==> src/rtl/fetch_pkg.sv <==
// Shared types and constants for the instruction fetch stage.
package fetch_pkg;

  typedef enum logic [1:0] {
    ST_BOOT,
    ST_FETCH,
    ST_HOLD,
    ST_HALT
  } fetch_state_e;

  localparam int unsigned FETCH_PC_STEP = 4;
  localparam logic [31:0] FETCH_NOP     = 32'h0000_0000;

endpackage

==> src/rtl/fetch_perf_ctr.sv <==
// Free-running fetch/stall event counters, wrapping modulo 2^32.
module fetch_perf_ctr (
  input  logic        clk,
  input  logic        reset,
  input  logic        inc_fetched,
  input  logic        inc_stall,
  output logic [31:0] perf_fetched,
  output logic [31:0] perf_stall
);

  logic [31:0] fetched_q, fetched_d;
  logic [31:0] stall_q, stall_d;

  always_comb begin
    fetched_d = fetched_q + 32'(inc_fetched);
    stall_d   = stall_q + 32'(inc_stall);
  end

  always_ff @(posedge clk) begin
    if (reset) begin
      fetched_q <= '0;
      stall_q   <= '0;
    end else begin
      fetched_q <= fetched_d;
      stall_q   <= stall_d;
    end
  end

  assign perf_fetched = fetched_q;
  assign perf_stall   = stall_q;

endmodule

==> src/rtl/fetch_stage.sv <==
// Instruction fetch stage: PC sequencing, IF/ID register, redirect/halt handling.
// Performance counters are compiled in only when FETCH_PERF_EN is defined.
module fetch_stage
  import fetch_pkg::*;
#(
  parameter logic [31:0] RESET_PC   = 32'd0,
  parameter int unsigned PC_STEP    = FETCH_PC_STEP,
  parameter int unsigned IMEM_DEPTH = 64
) (
  input  logic        clk,
  input  logic        reset,
  output logic [31:0] imem_addr,
  input  logic [31:0] imem_instr,
  output logic        id_valid,
  input  logic        id_ready,
  output logic [31:0] id_instr,
  output logic [31:0] id_pc,
  input  logic        redirect_valid,
  input  logic [31:0] redirect_pc,
  input  logic        halt,
  output logic        fault,
  output logic [31:0] perf_fetched,
  output logic [31:0] perf_stall
);

  localparam logic [31:0] STEP32  = 32'(PC_STEP);
  localparam logic [31:0] LAST_PC = 32'(IMEM_DEPTH - PC_STEP);

  fetch_state_e state_q, state_d;
  logic [31:0]  pc_q, pc_d;
  logic         id_valid_q, id_valid_d;
  logic [31:0]  id_instr_q, id_instr_d;
  logic [31:0]  id_pc_q, id_pc_d;
  logic         fault_q, fault_d;
  logic         capture;
  logic         redirect_bad;
  logic [31:0]  pc_inc;
  logic [31:0]  pc_seq;

  always_comb begin
    pc_inc = pc_q + STEP32;
    pc_seq = (pc_inc > LAST_PC) ? RESET_PC : pc_inc;
    redirect_bad = (redirect_pc[1:0] != 2'b00) || (redirect_pc > LAST_PC);
  end

  // Priority outside HALT: halt > redirect > capture/hold.
  always_comb begin
    state_d    = state_q;
    pc_d       = pc_q;
    id_valid_d = id_valid_q;
    id_instr_d = id_instr_q;
    id_pc_d    = id_pc_q;
    fault_d    = fault_q;
    capture    = 1'b0;

    case (state_q)
      ST_HALT: begin
        if (id_valid_q && id_ready) begin
          id_valid_d = 1'b0;
        end
      end
      default: begin
        if (halt) begin
          state_d = ST_HALT;
          if (id_ready) begin
            id_valid_d = 1'b0;
          end
        end else if (redirect_valid) begin
          id_valid_d = 1'b0;
          if (redirect_bad) begin
            fault_d = 1'b1;
            state_d = ST_HALT;
          end else begin
            pc_d    = redirect_pc;
            state_d = ST_FETCH;
          end
        end else if (state_q == ST_BOOT) begin
          state_d = ST_FETCH;
        end else if (!id_valid_q || id_ready) begin
          capture = 1'b1;
          state_d = ST_FETCH;
        end else begin
          state_d = ST_HOLD;
        end
      end
    endcase

    if (capture) begin
      id_instr_d = imem_instr;
      id_pc_d    = pc_q;
      id_valid_d = 1'b1;
      pc_d       = pc_seq;
    end
  end

  always_ff @(posedge clk) begin
    if (reset) begin
      state_q    <= ST_BOOT;
      pc_q       <= RESET_PC;
      id_valid_q <= 1'b0;
      id_instr_q <= FETCH_NOP;
      id_pc_q    <= '0;
      fault_q    <= 1'b0;
    end else begin
      state_q    <= state_d;
      pc_q       <= pc_d;
      id_valid_q <= id_valid_d;
      id_instr_q <= id_instr_d;
      id_pc_q    <= id_pc_d;
      fault_q    <= fault_d;
    end
  end

  assign imem_addr = pc_q;
  assign id_valid  = id_valid_q;
  assign id_instr  = id_instr_q;
  assign id_pc     = id_pc_q;
  assign fault     = fault_q;

`ifdef FETCH_PERF_EN
  logic stall_evt;
  assign stall_evt = (state_d == ST_HOLD);

  fetch_perf_ctr u_perf (
    .clk          (clk),
    .reset        (reset),
    .inc_fetched  (capture),
    .inc_stall    (stall_evt),
    .perf_fetched (perf_fetched),
    .perf_stall   (perf_stall)
  );
`else
  assign perf_fetched = '0;
  assign perf_stall   = '0;
`endif

endmodule

==> config.mk <==
export PLATFORM = sky130hd
export DESIGN_NAME = fetch_stage
export DESIGN_NICKNAME = d
export VERILOG_FILES = /design/src/rtl/fetch_pkg.sv /design/src/rtl/fetch_perf_ctr.sv /design/src/rtl/fetch_stage.sv
export SDC_FILE = /design/constraint.sdc
export NUM_CORES = 1
export LEC_CHECK = 0
export ABC_AREA = 1
export CORE_ASPECT_RATIO = 1.4
export CORE_MARGIN = 2
export CORE_UTILIZATION = 37
export CTS_CLUSTER_DIAMETER = 40
export DETAILED_ROUTE_END_ITERATION = 6
export PLACE_DENSITY = 0.76
export SYNTH_ARGS = -nofsm -noshare
export SYNTH_HDL_FRONTEND = slang
export SYNTH_HIERARCHICAL = 1
export SYNTH_SLANG_ARGS = --single-unit
export TNS_END_PERCENT = 1
==> constraint.sdc <==
create_clock -name clk -period 2 [get_ports clk]
set_clock_uncertainty 0.1 [all_clocks]
set_input_delay 0.4 -clock clk [delete_from_list [all_inputs] [get_ports clk]]
set_output_delay 0.4 -clock clk [all_outputs]
set_load 0.01 [all_outputs]
# After elaboration in Yosys (flattened, before gate mapping)
# Index checks and enable logic that the tools add are counted.
[totals]
in_bits = 69
register_bits = 100
out_inout_bits = 162
elab_cells = 50
[op_classes]
bitwise_logic = 2
n_reduce_logical = 11
n_eq_ne = 6
muxes = 22
order_cmp = 2
addsub = 1
[op_table]
columns = ["cell", "count"]
rows = [
  ["$mux W32", 6],
  ["$gt A32 B6 Y1 const B", 2],
  ["$add A32 B3 Y32 const B", 1],
  ["$mux W1", 11],
  ["$mux W2", 5],
  ["$reduce_and A4 Y1", 2],
  ["$ne A2 B2 Y1 const B", 2],
  ["$ne A4 B2 Y1 const B", 1],
  ["$reduce_bool A2 Y1", 2],
  ["$reduce_bool A4 Y1", 1],
  ["$ne A3 B3 Y1 const B", 1],
  ["$reduce_and A3 Y1", 1],
  ["$eq A2 B2 Y1 const B", 1],
  ["$logic_not A2 Y1", 1],
  ["$logic_or A1 B1 Y1", 2],
  ["$ne A2 B1 Y1 const B", 1],
  ["$not A1 Y1", 2],
  ["$logic_and A1 B1 Y1", 1],
  ["$logic_not A1 Y1", 1],
]

# Longest topological paths before layout
[logic_depth]
ltp_word = 9
mapped_depth = 16
ltp_nobuf = 15

# Least setup slack after synthesis
# No wires, ideal clock.
[synth_path]
path_type = "register to register"
startpoint = "reg pc_q[3] (netlist: imem_addr[3])"
endpoint = "reg pc_q[0] (netlist: imem_addr[0])"
stages_incl_launch_ff = 16
arrival_time_ps = 1920
path_buffers = 0
setup_slack_ps = -85
path_cell_list = "dfxtp_1 -> ha_1 -> nand2_2 -> nor2_4 -> nand2_4 -> nor2_8 -> nand2_1 -> nand2_1 -> nand2_1 -> a21oi_2 -> nand2_2 -> nor2_4 -> nand4_1 -> nand2_1 -> nand2_1 -> nor2_1"
[synth_via]
elab_chain_len = 4
[synth_rtl]
columns = ["item", "line", "text"]
rows = [
  ["start, declared", "fetch_stage.sv:30", "logic [31:0] pc_q, pc_d;"],
  ["start signal, assigned", "fetch_stage.sv:106", "pc_q <= pc_d;"],
  ["$add A32 B3 Y32", "fetch_stage.sv:41", "pc_inc = pc_q + STEP32;"],
  ["$gt A32 B6 Y1", "fetch_stage.sv:42", "pc_seq = (pc_inc > LAST_PC) ? RESET_PC : pc_inc;"],
  ["$mux W32", "fetch_stage.sv:42", ""],
  ["$mux W32", "fetch_stage.sv:88", "if (capture) begin"],
]
# No other way between the ends.
# A chain may end at the register's enable or synchronous reset.

# Final worst setup path
[layout_path]
startpoint = "reg pc_q[2] (netlist: imem_addr[2])"
endpoint = "reg pc_q[4] (netlist: imem_addr[4])"
[layout_via]
elab_chain_len = 4
[layout_rtl]
columns = ["item", "line"]
rows = [
  ["$add A32 B3 Y32 (*)", "fetch_stage.sv:41"],
  ["$gt A32 B6 Y1", "fetch_stage.sv:42"],
  ["$mux W32 (*)", "fetch_stage.sv:42"],
  ["$mux W32 (*)", "fetch_stage.sv:88"],
]
# Mark *: on every way between the ends. The rest lies on a longest branch, timed or not.

==> results.toml <==
[route]
dr.first_iter.drc_count = 175
drt_drc_violations_left = 0
wl_um = 14600
drt-pass1-iter-count = 4
postRouteAntennaNets = 0
post_drt_wl_per_cell_um = 13.3
via_per_inst = 4.59
vias = 5037

[finish]
fill_cells = 1191
fin_nets = 985
layout.cell_area.non_filler_um2 = 7540
syn2layout_area_growth_pct = 53.4
insertedDiodeCount = 0
drive_above_1_share = 0.165

[power_and_ir_drop]
pwr_density_cell_nw_per_um2 = 617
post-layout-total-power_uw = 4650
p_leak_uw = 0.00314
worst_ir_drop_vdd_mv = 0.610

[min_path]
hold_path.startpoint = "fault"
worst_hold_path.endpoint = "fault"
hold_path_depth = 1
timing.hold.worst.class = "flop to flop"

[yosys]
yosys_register_bits = 100
netlist_area_um2 = 4910
synthDistinctLibCells = 35
netlist.top_cell.by_area = "dfxtp_1"
top_area_cell_type_share_of_the_netlist_area = 0.408
ys_seq_area_frac = 0.408
netlist_top_cells_area = "dfxtp_1 41%, buf_4 9.9%, nor2_1 9.6%"
yosysWarnings = 6
async_sr_flop_fraction = 0
commonest_cells_in_the_netlist = "125 x nor2_1, 109 x nand2_1, 100 x dfxtp_1"
yosysMostFrequentCell = "nor2_1"
commonest_register_cell_after_synthesis = "dfxtp_1"
synth_area_per_cell_um2 = 7.08
synth_edf_count = 0
cells_after_synth = 694

[clocking]
insertion_delay_ps = 340
clock_tree_from_tritoncts = "yes"
maximum_number_of_buffers_from_clock_root_to_sink = 2
root_buffer = "clkbuf_16"
clkSlewWorstSetupHoldPaths_ps = 60
cts_made_buffers = 9
cts_num_sinks = 100
cts_hold_buf = 0
cts-htree-levels = 3

[place]
place_hpwl_um = 10800
placedInstanceArea_um2 = 6990
gp_congestion = 0.915
numPortBuffers = 166

[timing]
report.final.setup_viol = 4
rsz0062_at_grt = "true"
layout_worst_path_cycle_share = 1.03
hold_viol = 0
post-route-min-period_ps = 2070
post-route-worst-setup-slack_ps = -66.4
final-max-slew-violation-count = 0
fmaxAchievable_mhz = 484

[job]
max_cap_violations = 0

[outcome]
status = "finished with violations"
violations = "negative setup slack"

[floorplan]
die_w_um = 101
boundaryPins = 231
initial_core_util = 0.380
num_rows = 49
design.die.area_um2 = 14200
die_height_um = 140
floorplan.core_area_um2 = 12900

[grt]
antenna_found_initial = 0
grt_use_total = 0.205
grt_first_pass_wirelength_um = 23500
grt_max_degree = 60
gr-usage-met1 = 0.220
first_global_vias = 4827
met2_usage = 0.367
grt_overflow = 0
grt_util_met3 = 0.0724
busiest_layer = "met2"

[setup_path]
worst_r2r_endpoint = "imem_addr[4]"
critPathRequiredTime_ps = 2170
crit_path_max_fanout = 6
worst_r2r_startpoint = "imem_addr[2]"
crit_path_end_kind = "flop"
ff2ff_path_depth = 15
start_kind = "flop"
cp_data_arrival_time_ps = 2230
ff2ff_setup_slack_ps = -70
timing_worst_setup_path_type = "flop to flop"
## per-stage QoR
step / hold slack [ps] / instances / TNS (ps) / setup WS, ps / util
after floorplan: 381 / 757 / 0 / 52.3 / -
after global placement: 354 / 1073 / -14700 / -252 / 0.540
after detailed placement: 357 / 1073 / -13890 / -278 / 0.540
after CTS: 375 / 1094 / -108 / -58.6 / 0.571
after global routing: 403 / 1097 / -1040 / -226 / 0.583
final: 370 / 1097 / -189 / -66.4 / 0.583
## final cells by class
cell class | instances | area, µm² | area share
clock inverter | 4 | 72.6 | 0.00963
timing repair buffer | 238 | 2270 | 0.301
tap | 178 | 223 | 0.0295
inverter | 48 | 185 | 0.0246
sequential | 100 | 2030 | 0.269
clock buffer | 12 | 246 | 0.0327
multi-input combinational | 517 | 2520 | 0.334
## critical path: stages, from the launching register on
cell and delay, ps:
dfxtp_4 360, buf_6 130, inv_4 70, nor2_8 50, buf_4 130, nand4_1 130, buf_4 150, nand2_1 40
nand2_1 50, nand2_1 60, nor2_2 160, nand2_2 80, nor2_4 160, buf_4 130, nand4_1 60, a21oi_1 120
## kinds of logic after synthesis
group,after synthesis,share of synthesized area
simple gates,331,0.301
flops,100,0.408
xor+xnor,5,0.00891
buf+inv,140,0.157
compound gates,115,0.120
fa+ha+maj,2,0.00509
other cells,1,0.000763
## power by group
group          switching (µW)  total [µW]  internal [µW]  leakage (µW)
combinational             312         664            352       0.00216
sequential               47.9        2130           2080      0.000822
clock                     730        1860           1130      0.000153
## worst max path at each step
stage / from / end / slack, ps / depth (start not counted)
global route: imem_addr[12] / imem_addr[0] / -230 / 15
detailed placement: redirect_pc[10] / imem_addr[17] / -280 / 10
floorplan: imem_addr[3] / imem_addr[0] / 50 / 15
CTS: imem_addr[3] / imem_addr[0] / -60 / 16
finish: imem_addr[2] / imem_addr[4] / -70 / 15
global placement: redirect_pc[10] / imem_addr[17] / -250 / 10
## state kept, by name (all words and copies together) (netlist names)
register,flops
id_instr,32
id_pc,32
imem_addr,32
state_q,2
fault,1
id_valid,1
## layout by cell type (no fill, tap or decap), types with 4 or more instances in the layout
cell	netlist	layout
nor2_2	8	12
o21ai_0	71	69
buf_12	0	4
clkbuf_16	0	9
inv_1	44	44
a21oi_1	35	35
nor2_4	4	12
nand2_1	109	105
clkdlybuf4s50_1	0	165
dfxtp_4	0	4
nor4_2	0	4
xor2_1	4	4
dfxtp_1	100	88
dfxtp_2	0	8
buf_4	65	65
nor2_1	125	113
nand3_1	26	24
nand2_2	7	10
nand4_1	11	11
nor3_1	28	28
o21ai_1	3	4
conb_1	1	64
## what timing repair did
item                       4_1_cts  5_1_grt
pin swaps                        7        9
setup endpoints to repair        8       34
setup buffers                    5        3
gates cloned                     0        0
resized for setup               14       41
## metal layers
layer / vias up / part of all wire / wire length (µm)
met4: 0 / 0.019 / 280
met5: - / 0 / 0
met3: 23 / 0.082 / 1200
met2: 197 / 0.52 / 7620
met1: 2264 / 0.38 / 5480
li1: 2553 / - / -
(Power assumes the default switching activity.)
